<file path="config.mk">
export PLATFORM = sky130hd
export DESIGN_NAME = siso_johnson8
export DESIGN_NICKNAME = d
export VERILOG_FILES = /design/src/rtl/siso_johnson8.sv
export SDC_FILE = /design/constraint.sdc
export NUM_CORES = 1
export LEC_CHECK = 0
export CORE_UTILIZATION = 53
export CTS_BUF_LIST = sky130_fd_sc_hd__clkbuf_4 sky130_fd_sc_hd__clkbuf_8
export CTS_CLUSTER_DIAMETER = 150
export DETAILED_ROUTE_END_ITERATION = 12
export PLACE_DENSITY = 0.87
export SLEW_MARGIN = 30
export SYNTH_ARGS = -nofsm -noshare
export SYNTH_HDL_FRONTEND = slang
export SYNTH_SLANG_ARGS = --single-unit
</file>
<file path="constraint.sdc">
create_clock -name CLK -period 1.8 [get_ports CLK]
set_input_delay 0.36 -clock CLK [delete_from_list [all_inputs] [get_ports CLK]]
set_output_delay 0.36 -clock CLK [all_outputs]
set_load 0.02 [all_outputs]
</file>
<file path="src/rtl/siso_johnson8.sv">
// Serial-in/serial-out delay line clocked down by an 8-phase Johnson counter.
// The DEPTH-stage shift register advances once per full Johnson revolution.
module siso_johnson8 #(
    parameter int DEPTH = 8  // legal range 2..32
) (
    input  logic       CLK,
    input  logic       RESET,
    input  logic       EN,
    input  logic       D_IN,
    output logic       D_OUT,
    output logic [3:0] JOHNSON,
    output logic [7:0] PULSES,
    output logic       SHIFT,
    output logic       VALID
);

    localparam int            CW   = $clog2(DEPTH + 2);
    localparam logic [CW-1:0] LAST = CW'(DEPTH);
    localparam logic [CW-1:0] FULL = CW'(DEPTH + 1);

    logic [3:0]       johnson_q, johnson_d;
    logic [DEPTH-1:0] sr_q, sr_d;
    logic             dout_q, dout_d;
    logic [7:0]       pulses_q, pulses_d;
    logic             shift_q, shift_d;
    logic [CW-1:0]    cnt_q, cnt_d;
    logic             valid_q, valid_d;

    logic             legal;
    logic [2:0]       phase;
    logic [2:0]       phase_nxt;
    logic             shift_edge;

    // Map the Johnson code to its phase index; anything else is an illegal code.
    always_comb begin
        legal = 1'b1;
        phase = 3'd0;
        case (johnson_q)
            4'b0000: phase = 3'd0;
            4'b0001: phase = 3'd1;
            4'b0011: phase = 3'd2;
            4'b0111: phase = 3'd3;
            4'b1111: phase = 3'd4;
            4'b1110: phase = 3'd5;
            4'b1100: phase = 3'd6;
            4'b1000: phase = 3'd7;
            default: legal = 1'b0;
        endcase
    end

    assign phase_nxt  = phase + 3'd1;
    assign shift_edge = EN && (johnson_q == 4'b1000);

    always_comb begin
        johnson_d = johnson_q;
        sr_d      = sr_q;
        dout_d    = dout_q;
        pulses_d  = '0;
        shift_d   = 1'b0;
        cnt_d     = cnt_q;
        valid_d   = valid_q;
        if (EN) begin
            // Illegal codes collapse to phase 0 silently, without a strobe.
            if (legal) begin
                johnson_d = {johnson_q[2:0], ~johnson_q[3]};
                pulses_d  = 8'b1 << phase_nxt;
            end else begin
                johnson_d = '0;
            end
            if (shift_edge) begin
                sr_d    = {sr_q[DEPTH-2:0], D_IN};
                dout_d  = sr_q[DEPTH-1];
                shift_d = 1'b1;
                if (cnt_q != FULL)
                    cnt_d = cnt_q + 1'b1;
                // DEPTH+1-th shift is the first to put sampled data on D_OUT.
                valid_d = valid_q | (cnt_q >= LAST);
            end
        end
    end

    always_ff @(posedge CLK) begin
        if (!RESET) begin
            johnson_q <= '0;
            sr_q      <= '0;
            dout_q    <= 1'b0;
            pulses_q  <= '0;
            shift_q   <= 1'b0;
            cnt_q     <= '0;
            valid_q   <= 1'b0;
        end else begin
            johnson_q <= johnson_d;
            sr_q      <= sr_d;
            dout_q    <= dout_d;
            pulses_q  <= pulses_d;
            shift_q   <= shift_d;
            cnt_q     <= cnt_d;
            valid_q   <= valid_d;
        end
    end

    assign D_OUT   = dout_q;
    assign JOHNSON = johnson_q;
    assign PULSES  = pulses_q;
    assign SHIFT   = shift_q;
    assign VALID   = valid_q;

endmodule

</file>
**Word level (Yosys, flattened, before mapping)**

Index checks and enable logic that the tools add are counted.
Widths: inputs -> output; s select.

- Flip-flop bits (word level): 27
- Output and inout bits: 15
- Input port bits: 4
- Word-level logic and storage cells: 32

- Magnitude comparators: 1
- Multiplexer cells: 4
- Add/sub/neg operators: 2
- Reduce and logical (&&, ||, !) cells: 7
- Shifts and indexed selects: 1
- Eq/ne operators: 8
- Bitwise gates (word level): 2

Operators with widths:

| operator | count |
|---|---|
| $pmux 3 s7 | 1 |
| $eq 4x4->1 const B | 4 |
| $reduce_or 8->1 | 1 |
| $shl 1x3->8 const A | 1 |
| $reduce_and 3->1 | 2 |
| $add 4x1->4 const B | 1 |
| $eq 4x1->1 const B | 1 |
| $eq 4x2->1 const B | 1 |
| $eq 4x3->1 const B | 1 |
| $ge 4x4->1 const B | 1 |
| $logic_not 4->1 | 1 |
| $mux 4 | 1 |
| $ne 4x4->1 const B | 1 |
| $reduce_and 2->1 | 2 |
| $add 3x1->3 const B | 1 |
| $mux 1 | 2 |
| $logic_and 1x1->1 | 1 |
| $not 1->1 | 1 |
| $or 1x1->1 | 1 |

**Depth between registers and ports, before layout**

- Depth after elaboration: 4
- Gate-level depth with buffers: 5
- Mapped depth without buffers: 5

**Least setup slack after synthesis**

Ideal clock, no wire load.

- Path kind: register to register
- Start: register johnson_q[2] (netlist: JOHNSON[2])
- End: register dout_q (netlist: D_OUT)
- Clock period less this slack: 1,492 ps
- Stages on the path, launching flop included: 6
- Path buffers: 2
- Setup time: 132 ps
- Setup slack: 308 ps
- Arrival: 1,359 ps
- Required time: 1,668 ps
- Cells stage by stage: dfxtp_1 buf_2 or4b_4 buf_6 o21ai_1 a21oi_1

- Cells in the longest elaborated chain, start to end: 3

RTL lines:

| what | line | RTL |
|---|---|---|
| from (decl) | 21 | `logic [3:0] johnson_q, johnson_d;` |
| from (signal assigned) | 92 | `johnson_q <= johnson_d;` |
| $eq 4x4->1 | 52 | `assign shift_edge = EN && (johnson_q == 4'b1000);` |
| $logic_and 1x1->1 | 52 |  |
| $reduce_and 2->1 (no line) | -- |  |
| to (signal assigned) | 94 | `dout_q <= dout_d;` |
| to (decl) | 23 | `logic dout_q, dout_d;` |

No other way between the ends.
A chain may end at the register's enable or synchronous reset.

**Final worst setup path**

- Start: register johnson_q[2] (netlist: JOHNSON[2])
- End: output JOHNSON[2]

RTL lines:

| what | line | RTL |
|---|---|---|
| to (decl) | 11 | `output logic [3:0] JOHNSON,` |

No word-level cell between the ends.

==> reports/results.tsv <==
metric	value	unit
avgSynthCellArea	8.83	um2
num_rows	16	
gr-total-overflow	0	
io_pins	19	
die_y	47.6	um
via_per_inst	5.51	
grt_usage	20.0	%
peakVddDrop	0.479	mV
crit_type	reg -> out	
htreeDepth	1	
layout.nets	153	
r2r_cells	3	
p_leak	0.000511	uW
grt_pass1_vias	783	
fin_skew	0.00181	ns
rrSetupSlack	0.32	ns
drive_gt1_share	11.0	%
drv_cap	0	
slew_headroom	69.4	%
postCtsSetupBuffers	0	
initial_utilization	56.2	%
numCtsBuffers	3	
drt_wl_total	2.03	mm
crit_slowest_cell	clkdlybuf4s50_1	
critPathTopFamily	buffers and inverters	
dieArea	0.00227	mm2
netlist_area	0.00110	mm2
power_frac_comb	8.6	%
critPathCaptureType	output port	
synthToLayoutAreaGrowth	23.1	%
power_frac_seq	63.6	%
antennaDiodeCount	0	
ys_ff_latch	27	
instances_no_fill	172	
fin_ws	0.117	ns
place_inst	168	
cts_tree	built	
drc	0	
critical_path_depth	1	
status	finished clean	
syn_nets	132	
report.final.hold_viol_count	0	
worst_slew_pin_slew	0.459	ns
synth_edf_count	0	
path_max_fanout	3	
path_clk_slew	0.13	ns
p_int	742	uW
drt-initial-drc-count	21	
die_x	47.6	um
finalCriticalPeriod	1.68	ns
cts-root-buf	clkbuf_4	
grt_pass1_wl	3.28	mm
p_clk_share	27.8	%
power_switching	216	uW
wl_per_cell	11.8	um
rsz0062_at_grt	no	
clkSinkCount	27	
vias	948	
io_buffers	18	
final_antenna_net_count	0	
ys_types	32	
slowest_delay	0.62	ns
synth-main-ff-cell	dfxtp_1	
finalSetupViolations	0	
firstDrtPassIters	4	
async_flop_share	0	%
power_density	704	mW/mm2
synth-seq-area-share	49.0	%
min_path_type	reg -> reg	
cts_buffer_depth	2	
gp_congestion	0.790	
max_freq	0.594	GHz
required	1.44	ns
netlist_instances	125	
final_max_slew_viol_count	0	
holdPathStages	2	
coreArea	0.00196	mm2
post-dp-hpwl	1.44	mm
switching_share	22.5	%
post-place-ws	-0.0854	ns
yosys_warnings	0	
hold_buffers	0	
final_common_cell	dfxtp_1	
fin_crit_sh	93.5	%
final_cell_mix	dfxtp_1 (26), clkdlybuf4s50_1 (17), nand2_1 (13), a21oi_1 (12), nand3_1 (11)	
grt_antenna_before_repair	0	
grt_max_degree	22	
cp-start-kind	register	
critPathBufInv	1	
clk_latency	0.31	ns
arrival	1.32	ns
crit_chain	clkdlybuf4s50_1	
## layout make-up
cell class / count / area (um2)
multi-input combinational: 83 / 495
timing repair buffer: 25 / 235
fill: 169 / 603
inverter: 6 / 22.5
clock buffer: 4 / 30.0
tap: 27 / 33.8
sequential: 27 / 542
## cells in the mapped netlist (all sizes together), types with 3 or more instances
cell    number  area share (%)
ha           3             3.4
mux2i        4             3.6
o21ai       12             5.4
nor3         7             3.6
nand2       13             4.4
nand3       11             5.0
buf          5             2.7
nor2b        3             1.7
clkbuf       4             1.4
inv          6             2.0
dfxtp       27              49
a21oi       12             5.4
## power by group through the flow
stage	sequential (uW)	clock, uW	combinational [uW]
after global placement	621	0	79.8
final	609	266	82.1
after detailed placement	622	0	82.2
after CTS	609	276	82.4
after floorplan	627	0	44.4
after global routing	610	303	88.9
## stage by stage
| step | TNS [ns] | util [%] | hold WS (ns) | area [um2] | total power (uW) |
|---|---|---|---|---|---|
| 2_1_floorplan | 0 | - | 0.440 | 1100 | 671 |
| 3_3_place_gp | -0.110 | 67.5 | 0.448 | 1330 | 701 |
| 3_5_place_dp | -0.766 | 67.5 | 0.465 | 1330 | 704 |
| 4_1_cts | 0 | 69.1 | 0.483 | 1360 | 967 |
| 5_1_grt | 0 | 69.3 | 0.499 | 1360 | 1000 |
| 6_report | 0 | 69.3 | 0.484 | 1360 | 957 |
## cells by family after synthesis
kind of cell	count (synthesis)	synth area share, %
and+or+nand+nor	48	24.4
AOI/OAI and AO/OA	28	13.5
DFF	27	49.0
buffers and inverters	15	6.12
muxes	4	3.63
adders and majority gates	3	3.40
## state kept, by name, summed over array words and instances, names as in the netlist
| register | cells |
|---|---|
| D_OUT | 1 |
| JOHNSON | 4 |
| PULSES | 8 |
| SHIFT | 1 |
| VALID | 1 |
| cnt_q | 4 |
| sr_q | 8 |
## worst paths after layout
path	start	endpoint
worst min-delay path	sr_q[5]$_SDFFE_PN0P_	sr_q[6]$_SDFFE_PN0P_
worst max-delay path	JOHNSON[2]$_SDFFE_PN0P_	JOHNSON[2]
worst max register to register	JOHNSON[0]$_SDFFE_PN0P_	cnt_q[3]$_SDFFE_PN0P_
worst min register to register	sr_q[5]$_SDFFE_PN0P_	sr_q[6]$_SDFFE_PN0P_
## metal layers
metal	share of wire (%)	GRT usage (%)
met1	45	23.8
met4	0.40	7.22
met3	3.9	3.40
met2	51	36.2
met5	0	0
## what timing repair did
item,CTS,global route
endpoints found under the hold margin,0,0
setup endpoints to repair,1,1
resized for setup,1,1
Note: power is estimated with default switching activity, not from simulation.
